File: src/rtl/branch_pkg.sv
// Shared types and helpers for the branch resolution stage.
package branch_pkg;

  localparam int unsigned SAT_W = 32;

  typedef enum logic [2:0] {
    MODE_EQZ = 3'd0,
    MODE_NEZ = 3'd1,
    MODE_LTZ = 3'd2,
    MODE_GEZ = 3'd3,
    MODE_EQ  = 3'd4,
    MODE_NE  = 3'd5,
    MODE_LT  = 3'd6,
    MODE_GE  = 3'd7
  } mode_e;

  typedef enum logic {
    ST_IDLE  = 1'b0,
    ST_FLUSH = 1'b1
  } state_e;

  // Increment that sticks at max instead of wrapping; callers widen to SAT_W.
  function automatic logic [SAT_W-1:0] sat_inc(input logic [SAT_W-1:0] v,
                                               input logic [SAT_W-1:0] max);
    return (v >= max) ? v : v + SAT_W'(1);
  endfunction

endpackage

File: src/rtl/branch_resolve_if.sv
// Branch request / result bundle between operand read, this stage and fetch.
interface branch_resolve_if #(
  parameter int unsigned XLEN  = 32,
  parameter int unsigned CNT_W = 16
);
  logic             in_valid;
  logic [2:0]       in_mode;
  logic [XLEN-1:0]  in_rs1;
  logic [XLEN-1:0]  in_rs2;
  logic [XLEN-1:0]  in_pc;
  logic [XLEN-1:0]  in_offset;
  logic             out_valid;
  logic             out_taken;
  logic [XLEN-1:0]  out_target;
  logic             redirect;
  logic             flush;
  logic [CNT_W-1:0] stat_branches;
  logic [CNT_W-1:0] stat_taken;

  modport master (
    output in_valid, in_mode, in_rs1, in_rs2, in_pc, in_offset,
    input  out_valid, out_taken, out_target, redirect, flush,
           stat_branches, stat_taken
  );

  modport slave (
    input  in_valid, in_mode, in_rs1, in_rs2, in_pc, in_offset,
    output out_valid, out_taken, out_target, redirect, flush,
           stat_branches, stat_taken
  );
endinterface

File: src/rtl/branch_cond.sv
// Combinational branch condition: decodes the compare mode and evaluates rs1/rs2.
module branch_cond
  import branch_pkg::*;
#(
  parameter int unsigned XLEN = 32
) (
  input  mode_e           mode_i,
  input  logic [XLEN-1:0] rs1_i,
  input  logic [XLEN-1:0] rs2_i,
  output logic            cond_o
);

  logic is_zero;
  logic is_neg;
  logic is_eq;
  logic is_lt;

  always_comb begin
    is_zero = (rs1_i == '0);
    is_neg  = rs1_i[XLEN-1];
    is_eq   = (rs1_i == rs2_i);
    is_lt   = ($signed(rs1_i) < $signed(rs2_i));
    cond_o  = 1'b0;
    case (mode_i)
      MODE_EQZ: cond_o = is_zero;
      MODE_NEZ: cond_o = !is_zero;
      MODE_LTZ: cond_o = is_neg;
      MODE_GEZ: cond_o = !is_neg;
      MODE_EQ:  cond_o = is_eq;
      MODE_NE:  cond_o = !is_eq;
      MODE_LT:  cond_o = is_lt;
      MODE_GE:  cond_o = !is_lt;
      default:  cond_o = 1'b0;
    endcase
  end

endmodule

File: src/rtl/branch_resolve.sv
// Branch resolution stage: registers the condition and target, issues redirect,
// holds a squash window after taken branches and keeps saturating statistics.
module branch_resolve
  import branch_pkg::*;
#(
  parameter int unsigned XLEN         = 32,
  parameter int unsigned FLUSH_CYCLES = 2,
  parameter int unsigned CNT_W        = 16
) (
  input logic             clk,
  input logic             rst,
  branch_resolve_if.slave bus
);

  localparam int unsigned FCW        = $clog2(FLUSH_CYCLES + 1);
  localparam logic [FCW-1:0] FLUSH_LOAD = FCW'(FLUSH_CYCLES);
  // Counters are widened to SAT_W for the shared helper; CNT_W must not exceed it.
  localparam logic [SAT_W-1:0] CNT_MAX  = SAT_W'((64'd1 << CNT_W) - 64'd1);

  state_e            state_q, state_d;
  logic [FCW-1:0]    fcnt_q, fcnt_d;
  logic              valid_q, valid_d;
  logic              taken_q, taken_d;
  logic [XLEN-1:0]   target_q, target_d;
  logic              redirect_q, redirect_d;
  logic              flush_q, flush_d;
  logic [CNT_W-1:0]  br_q, br_d;
  logic [CNT_W-1:0]  tk_q, tk_d;

  logic              cond_c;
  logic [XLEN-1:0]   target_c;

  branch_cond #(.XLEN(XLEN)) u_cond (
    .mode_i (mode_e'(bus.in_mode)),
    .rs1_i  (bus.in_rs1),
    .rs2_i  (bus.in_rs2),
    .cond_o (cond_c)
  );

  assign target_c = bus.in_pc + bus.in_offset;

  always_ff @(posedge clk) begin
    if (rst) begin
      state_q    <= ST_IDLE;
      fcnt_q     <= '0;
      valid_q    <= 1'b0;
      taken_q    <= 1'b0;
      target_q   <= '0;
      redirect_q <= 1'b0;
      flush_q    <= 1'b0;
      br_q       <= '0;
      tk_q       <= '0;
    end else begin
      state_q    <= state_d;
      fcnt_q     <= fcnt_d;
      valid_q    <= valid_d;
      taken_q    <= taken_d;
      target_q   <= target_d;
      redirect_q <= redirect_d;
      flush_q    <= flush_d;
      br_q       <= br_d;
      tk_q       <= tk_d;
    end
  end

  // Next-state: accept in IDLE, squash everything while the window is open.
  always_comb begin
    state_d    = state_q;
    fcnt_d     = fcnt_q;
    valid_d    = 1'b0;
    taken_d    = taken_q;
    target_d   = target_q;
    redirect_d = 1'b0;
    flush_d    = flush_q;
    br_d       = br_q;
    tk_d       = tk_q;
    case (state_q)
      ST_IDLE: begin
        flush_d = 1'b0;
        if (bus.in_valid) begin
          valid_d  = 1'b1;
          taken_d  = cond_c;
          target_d = target_c;
          br_d     = CNT_W'(sat_inc(SAT_W'(br_q), CNT_MAX));
          if (cond_c) begin
            redirect_d = 1'b1;
            flush_d    = 1'b1;
            tk_d       = CNT_W'(sat_inc(SAT_W'(tk_q), CNT_MAX));
            fcnt_d     = FLUSH_LOAD;
            state_d    = ST_FLUSH;
          end
        end
      end
      ST_FLUSH: begin
        fcnt_d = fcnt_q - FCW'(1);
        if (fcnt_q == FCW'(1)) begin
          flush_d = 1'b0;
          state_d = ST_IDLE;
        end else begin
          flush_d = 1'b1;
        end
      end
      default: state_d = ST_IDLE;
    endcase
  end

  assign bus.out_valid     = valid_q;
  assign bus.out_taken     = taken_q;
  assign bus.out_target    = target_q;
  assign bus.redirect      = redirect_q;
  assign bus.flush         = flush_q;
  assign bus.stat_branches = br_q;
  assign bus.stat_taken    = tk_q;

endmodule

File: src/flat_wrapper.sv
// flat-port wrapper written by rule: the top's interface ports become plain ports
module branch_resolve_flat import branch_pkg::*;
#(
  parameter int unsigned XLEN         = 32,
  parameter int unsigned FLUSH_CYCLES = 2,
  parameter int unsigned CNT_W        = 16
)
  (clk, rst, bus_in_valid, bus_in_mode, bus_in_rs1, bus_in_rs2, bus_in_pc, bus_in_offset, bus_out_valid, bus_out_taken, bus_out_target, bus_redirect, bus_flush, bus_stat_branches, bus_stat_taken);
  branch_resolve_if #(.XLEN(XLEN), .CNT_W(CNT_W)) bus_i ();
  input logic clk;
  input logic rst;
  input wire logic [$bits(bus_i.in_valid)-1:0] bus_in_valid;
  input wire logic [$bits(bus_i.in_mode)-1:0] bus_in_mode;
  input wire logic [$bits(bus_i.in_rs1)-1:0] bus_in_rs1;
  input wire logic [$bits(bus_i.in_rs2)-1:0] bus_in_rs2;
  input wire logic [$bits(bus_i.in_pc)-1:0] bus_in_pc;
  input wire logic [$bits(bus_i.in_offset)-1:0] bus_in_offset;
  output wire logic [$bits(bus_i.out_valid)-1:0] bus_out_valid;
  output wire logic [$bits(bus_i.out_taken)-1:0] bus_out_taken;
  output wire logic [$bits(bus_i.out_target)-1:0] bus_out_target;
  output wire logic [$bits(bus_i.redirect)-1:0] bus_redirect;
  output wire logic [$bits(bus_i.flush)-1:0] bus_flush;
  output wire logic [$bits(bus_i.stat_branches)-1:0] bus_stat_branches;
  output wire logic [$bits(bus_i.stat_taken)-1:0] bus_stat_taken;
  assign bus_i.in_valid = bus_in_valid;
  assign bus_i.in_mode = bus_in_mode;
  assign bus_i.in_rs1 = bus_in_rs1;
  assign bus_i.in_rs2 = bus_in_rs2;
  assign bus_i.in_pc = bus_in_pc;
  assign bus_i.in_offset = bus_in_offset;
  assign bus_out_valid = bus_i.out_valid;
  assign bus_out_taken = bus_i.out_taken;
  assign bus_out_target = bus_i.out_target;
  assign bus_redirect = bus_i.redirect;
  assign bus_flush = bus_i.flush;
  assign bus_stat_branches = bus_i.stat_branches;
  assign bus_stat_taken = bus_i.stat_taken;
  branch_resolve #(.XLEN(XLEN), .FLUSH_CYCLES(FLUSH_CYCLES), .CNT_W(CNT_W)) u_core (.clk(clk), .rst(rst), .bus(bus_i));
endmodule
File: config.mk
export PLATFORM = sky130hd
export DESIGN_NAME = branch_resolve_flat
export DESIGN_NICKNAME = d
export VERILOG_FILES = /design/src/rtl/branch_pkg.sv /design/src/rtl/branch_resolve_if.sv /design/src/rtl/branch_cond.sv /design/src/rtl/branch_resolve.sv /design/src/flat_wrapper.sv
export SDC_FILE = /design/constraint.sdc
export NUM_CORES = 1
export LEC_CHECK = 0
export BUFFER_PORTS_ARGS = -buffer_cell sky130_fd_sc_hd__buf_2
export CAP_MARGIN = 10
export CELL_PAD_IN_SITES_DETAIL_PLACEMENT = 1
export CELL_PAD_IN_SITES_GLOBAL_PLACEMENT = 1
export CORE_MARGIN = 2
export CORE_UTILIZATION = 33
export CTS_BUF_LIST = sky130_fd_sc_hd__clkbuf_4 sky130_fd_sc_hd__clkbuf_8
export CTS_CLUSTER_DIAMETER = 100
export DETAILED_ROUTE_END_ITERATION = 10
export PLACE_DENSITY = 0.78
export SYNTH_ARGS = -nofsm -noshare
export SYNTH_HDL_FRONTEND = slang
export SYNTH_SLANG_ARGS = --single-unit
File: constraint.sdc
create_clock -name clk -period 2.8 [get_ports clk]
set_clock_uncertainty 0.05 [all_clocks]
set_input_delay 0.28 -clock clk [delete_from_list [all_inputs] [get_ports clk]]
set_output_delay 0.28 -clock clk [all_outputs]
set_load 0.03 [all_outputs]
==> results of run 1 <==
==> cell families (layout without fill, tap and decap cells) <==
logic type      after synthesis  in the layout  share of synthesized area
flops                        70             70                     0.2561
fa+ha+maj                    67             67                     0.1545
compound gates              168            168                     0.2033
simple gates                262            262                     0.2636
buf+inv                      61            303                    0.04778
mux                          11             11                    0.02355
xor+xnor                     32             32                    0.05121
==> power breakdown <==
part,switching [mW],internal (mW),total (mW)
registers,0.0415,1.06,1.10
clock network,0.439,0.518,0.957
logic,0.599,0.442,1.04
total,1.08,2.02,3.10
==> Yosys cell counts, types with 12 or more instances <==
cell,number,area [µm²]
nor3_1,12,60.06
nand3_1,15,75.07
a21o_1,19,142.6
nor2_1,51,191.4
xor2_1,13,113.9
nand2_1,68,255.2
or3_1,14,87.58
a21oi_1,69,345.3
nand2b_1,15,93.84
nor4_1,14,87.58
clkbuf_1,14,52.55
inv_1,42,157.7
nand4_1,18,112.6
dfxtp_1,70,1401
ha_1,66,825.8
o21ai_0,23,115.1
xnor2_1,19,166.4
nor2b_1,16,100.1
==> how the worst max path moves through the flow <==
| stage | end | slack [ns] | cells after the start |
|---|---|---|---|
| after global routing | u_core.bus.out_target[31] | 0.03 | 11 |
| after floorplan | u_core.bus.out_target[30] | 0.09 | 12 |
| after global placement | u_core.bus.out_target[30] | -0.12 | 14 |
| final | u_core.bus.stat_taken[4] | 0.22 | 11 |
| after detailed placement | u_core.bus.stat_taken[4] | -0.19 | 11 |
| after CTS | u_core.bus.out_target[31] | 0.21 | 11 |
==> per-stage QoR <==
| stage | worst slack, ns | TNS [ns] | util | instances | hold WS [ns] |
|---|---|---|---|---|---|
| detailed placement | -0.1866 | -2.634 | 0.4264 | 1117 | 0.3918 |
| finish | 0.2217 | 0 | 0.4403 | 1133 | 0.2461 |
| global placement | -0.1170 | -0.9703 | 0.4264 | 1117 | 0.3879 |
| CTS | 0.2136 | 0 | 0.4401 | 1133 | 0.2183 |
| floorplan | 0.09265 | 0 | - | 671 | 0.4102 |
| global route | 0.03204 | 0 | 0.4403 | 1133 | 0.2477 |
==> worst min-delay path: cells and delay by family <==
kind / cells / cell delay [ns]
and+or+nand+nor: 2 / 0.20
buffers and inverters: 1 / 0.11
==> flip-flops by register name, summed over array words and instances, names as in the netlist <==
signal                    cells
u_core.bus.out_target        32
u_core.bus.redirect           1
u_core.bus.out_taken          1
u_core.bus.stat_branches     16
u_core.bus.stat_taken        16
u_core.fcnt_q                 2
u_core.bus.out_valid          1
u_core.bus.flush              1
==> area by class of cell <==
type	instances	area, µm²
fill	2069	9183
multi-input combinational	540	3816
sequential	70	1401
timing repair buffer	245	1349
tap	220	275.3
inverter	42	157.7
clock buffer	10	131.4
clock inverter	6	93.84
==> what timing repair did <==
action,CTS,global route
hold buffers,0,0
endpoints found under the hold margin,0,0
gates resized for setup,0,1
setup endpoints to repair,0,1
setup buffers,0,0
==> layer usage <==
layer  GRT usage  vias to the layer above
met5           0                        -
met4     0.05735                        0
met3     0.03372                       23
met2      0.3541                      117
met1      0.2426                     2731
li1            -                     2890
==> implementation parameters, run 1 <==
Parameter                              Value

Placement
  Count of input and output buffers    201
  Placement Cell Area    6995 µm²
  Post-DP HPWL    13.69 mm
  GPL Wtd Cong    0.8115

Final layout
  Post-route standard cell area excluding fillers    7224 µm²
  Final Net Count    1109
  Commonest non-fill, non-tap cells in the layout    buf_2 (201), dfxtp_1 (70), a21oi_1 (68), nand2_1 (68), ha_1 (66)
  Commonest non-fill, non-tap cell in the layout    buf_2
  Relative area change from synthesis to final layout    32.01%
  Number of antenna repair diodes    0
  Fraction of final layout cells with drive strength greater than 1    0.3220

GRT
  Overall overflow remaining after global route    0
  Wire length of the first global-routing pass    28.86 mm
  Largest net degree at the start of global routing    42
  Number of global-route vias before repair    6050
  GRT Resource Usage Total    0.1977
  Initial antenna violation count    0

Synthesis
  Proportion of register bits with asynchronous set or reset after synthesis    0
  Netlist cell types    74
  Dominant synthesized flop cell    dfxtp_1
  Number of enable-type register cells in the synthesized netlist    0
  Flip-flop and latch count after synthesis    70
  Mean Syn Cell Area    between 8 and 9 µm²
  Sequential share of the synthesized area    0.2561
  Number of nets in the synthesized netlist    between 800 and 900
  Post-Synthesis Cell Area    between 5000 and 6000 µm²
  Syn. warnings    0
  Number of instances in the synthesized netlist    671

Pwr
  Leakage power total    approximately 3.5 nW
  Power density of the placed cells    428.9 nW/µm²
  Worst supply voltage drop on vdd    0.1892 mV
  Post-layout power    3.099 mW

STA
  Pin slew with the least headroom to its limit    0.6785 ns
  Number of hold violations in the final report    0
  Final worst-path cycle share    0.9208
  Min cycle time layout    2.578 ns
  Final-report setup violation count    0
  Total count of max-transition violations in the final report    0
  Setup repair after global routing missed its margin    false
  Highest Clock Rate    0.3879 GHz
  Remaining max-slew budget at the tightest pin    0.5435

Worst setup path
  Startpoint Class    input port
  Setup crit start    bus_in_rs2[27]
  Family with the most delay on the worst path    simple AND/OR/NAND/NOR gates
  Critical path cell sequence    buf_2, inv_1, ha_1, nand4_1, nor4_4, a31o_1, nor3_1, nor4_4, nand3_4, nor4b_1, mux2_2
  Length in cells of the worst reg-to-reg path    10
  Start of the worst register-to-register path    u_core.bus.stat_taken[4]
  Total buffers and inverters traversed by the critical path    2
  Path type of the worst setup path    input port to flip-flop
  Worst reg2reg endpoint    u_core.bus.stat_taken[13]
  Reg-to-reg slack, setup    0.27 ns
  Maximum single-stage delay on the critical path    0.37 ns
  Slowest cell on crit path    nor4_4
  Data arrival time of the worst path    approximately 2.8 ns
  Top fanout value on the critical path    11
  Cell with the most instances on the worst path    nor4_4
  Data required time of the worst path    3.01 ns
  Sort of element at the end of the critical path    flip-flop

Routing
  Met1 Wirelength    7.607 mm
  Total wire length after detailed routing    16.89 mm
  Remaining antenna violation count    0
  Overall via count from detail_route    5761
  WL per Instance    between 10 and 15 µm
  Post-route DRC violation count    0
  Pre-Repair DR Iteration Count    4
  Via density    5.085
  Amount of wire on met2 after detailed routing    8.411 mm
  Top routing layer in use    met4
  Detailed-routed wire length on met3    569 µm
  Iter 0 DRT Violations    218

Worst hold path
  Worst min-delay path endpoint    u_core.bus.redirect
  Hold Crit Class    input port to flip-flop
  Worst Hold Path Cells    3
  Hold wc startpoint    bus_in_valid

Outcome
  Outcome    finished, final reports clean

Clocking
  Number of clock sinks    70
  CTS buffer count    9
  TritonCTS clock tree    yes
  Latest clock arrival within the worst-skew pair    0.36 ns
  Clock tree buffer depth    2
  Clock edge transition at the registers on the reported setup and hold paths    0.09 ns
  # H-tree levels    3
  Cell at the root of the clock tree    clkbuf_8

Die
  Initial standard-cell utilization of the core    0.3336
  Core box area    approximately 16000 µm²
  Width of the chip    132.8 µm
  Number of rows created at floorplan    47
  I/O pin count    202
  Floorplan die area    17630 µm²
  Die Ht    132.8 µm

Job
  Maximum Capacitance Violations    0
No activity file was read; power rests on OpenSTA's default activity.
==> run 2, diff against run 1 <==
CORE_ASPECT_RATIO = 0.75   (was not set)
==> implementation parameters, run 2 (synthesis gave the netlist of run 1 again) <==
Parameter                              Value

Pwr
  Worst supply voltage drop on vdd    0.2176 mV
  Clock group share of total power    0.258
  Internal power component    1.842 mW
  Net load switching power    1.070 mW
  Sequential share of power    0.379
  Gate power share    0.363
  Power density of the placed cells    400.7 nW/µm²
  Sw Ratio    0.3675
  Leakage power total    3.571 nW

Final layout
  Number of antenna repair diodes    0
  Commonest non-fill, non-tap cell in the layout    buf_2
  Post-route standard cell area excluding fillers    7267 µm²
  Final Net Count    1120
  Fraction of final layout cells with drive strength greater than 1    0.3344
  Flip-flop count of the largest register after layout    32
  Relative area change from synthesis to final layout    32.78%
  Count of non-filler cells in the finished layout    approximately 1100
  Commonest non-fill, non-tap cells in the layout    buf_2 (201), dfxtp_1 (70), a21oi_1 (68), nand2_1 (68), ha_1 (66)

Worst setup path
  Path type of the worst setup path    input port to flip-flop
  Startpoint Class    input port
  Top fanout value on the critical path    3
  Sort of element at the end of the critical path    flip-flop
  Data required time of the worst path    2.99 ns
  Data arrival time of the worst path    ~2.8 ns

STA
  Remaining max-slew budget at the tightest pin    0.6212
  Setup total negative slack    0 ns
  Number of hold violations in the final report    0
  Highest Clock Rate    0.3781 GHz
  Final worst-path cycle share    0.9446
  Total count of max-transition violations in the final report    0
  Worst-case hold slack    0.2532 ns
  Min cycle time layout    2.645 ns
  Final-report setup violation count    0
  Setup repair after global routing missed its margin    true
  Pin slew with the least headroom to its limit    approximately 0.57 ns

Clocking
  Number of buffers added to fix hold violations after cts    0
  Cell at the root of the clock tree    clkbuf_8
  Latest clock arrival within the worst-skew pair    between 0.3 and 0.4 ns
  CTS buffer count    9
  TritonCTS clock tree    yes
  Number of clock sinks    70
  # H-tree levels    3
  Clock tree buffer depth    2
  Clock edge transition at the registers on the reported setup and hold paths    approximately 0.080 ns

Placement
  Post-DP HPWL    13.94 mm
  Placed instance count    1117
  GPL Wtd Cong    0.8296
  Count of input and output buffers    201
  Placement Cell Area    roughly 7100 µm²

GRT
  Number of global-route vias before repair    5666
  GRT Resource Usage Total    0.1893
  Largest net degree at the start of global routing    37
  Wire length of the first global-routing pass    about 28 mm
  Initial antenna violation count    0
  Overall overflow remaining after global route    0

Routing
  Post-route DRC violation count    0
  Remaining antenna violation count    0
  Total wire length after detailed routing    around 17 mm
  Overall via count from detail_route    5725
  WL per Instance    15.01 µm
  Pre-Repair DR Iteration Count    4
  Via density    approximately 5
  Iter 0 DRT Violations    roughly 260

Die
  Width of the chip    152.7 µm
  I/O pin count    about 200
  Core box area    16120 µm²
  Initial standard-cell utilization of the core    0.3396
  Die Ht    between 100 and 150 µm
  Number of rows created at floorplan    40
  Floorplan die area    17640 µm²

Outcome
  Outcome    finished, final reports clean

Job
  Maximum Capacitance Violations    0

Worst hold path
  Hold Crit Class    input port to flip-flop
-- run 2: changes by cell type in the layout (fill, tap and decap cells not counted), moves of 2 or more --
| cell | before | now |
|---|---|---|
| nor4_2 | 0 | 2 |
| buf_4 | 43 | 54 |
| clkinvlp_4 | 1 | 3 |
| nor4_1 | 14 | 12 |
| clkinv_2 | 0 | 2 |
| bufinv_16 | 2 | 0 |
-- run 2: metal layers --
layer,global-route usage,vias to the layer above,part of all wire
li1,-,2922,-
met1,0.2619,2684,0.50
met2,0.3181,112,0.45
met3,0.03702,7,0.039
met4,0.02284,0,0.0064
met5,0,-,0
-- run 2: final cells by class --
class | count | area (µm²)
clock buffers | 9 | 123.9
clock inverters | 7 | 50.05
fillers | 2069 | 8848
inverters | 42 | 157.7
multi-input cells | 540 | 3840
flip-flops and latches | 70 | 1401
well taps | 210 | 262.8
repair buffers | 256 | 1431
-- run 2: what timing repair did --
| item | in CTS | in global routing |
|---|---|---|
| buffers inserted | 0 | 1 |
| gates resized for setup | 0 | 5 |
| setup endpoints to repair | 0 | 13 |
-- run 2: power groups by stage --
stage / registers [mW] / logic, mW / clock network, mW
floorplan: 1.24 / 0.547 / 0
global placement: 1.12 / 1.04 / 0
detailed placement: 1.13 / 1.06 / 0
CTS: 1.10 / 1.06 / 0.787
global route: 1.11 / 1.18 / 0.829
finish: 1.10 / 1.06 / 0.752
-- run 2: worst paths after layout --
kind | slack (ns) | start | cells past startpoint | to
max | 0.15 | bus_in_offset[0] | 14 | u_core.bus.out_target[30]
min | 0.25 | bus_in_valid | 3 | u_core.bus.redirect
max reg2reg | 0.25 | u_core.bus.stat_taken[4] | 10 | u_core.bus.stat_taken[13]
min reg2reg | 0.41 | u_core.bus.out_target[17] | 2 | u_core.bus.out_target[17]
-- run 2: worst max-delay path, cell delays in order --
cell,delay [ns]
buf_2,0.08
ha_1,0.19
inv_1,0.07
fa_1,0.37
nand2b_1,0.19
a21oi_2,0.18
o2111ai_2,0.20
a211oi_2,0.29
o31ai_1,0.11
buf_4,0.15
a31o_2,0.24
o21ai_1,0.18
xor2_1,0.09
a22o_1,0.23
-- run 2: metrics by stage --
step / setup WS [ns] / total power, mW / utilization
2_1_floorplan: 0.09265 / 1.786 / -
3_3_place_gp: -0.2470 / 2.162 / 0.4380
3_5_place_dp: -0.3366 / 2.183 / 0.4380
4_1_cts: 0.01964 / 2.954 / 0.4488
5_1_grt: -0.03697 / 3.115 / 0.4509
6_report: 0.1550 / 2.912 / 0.4509
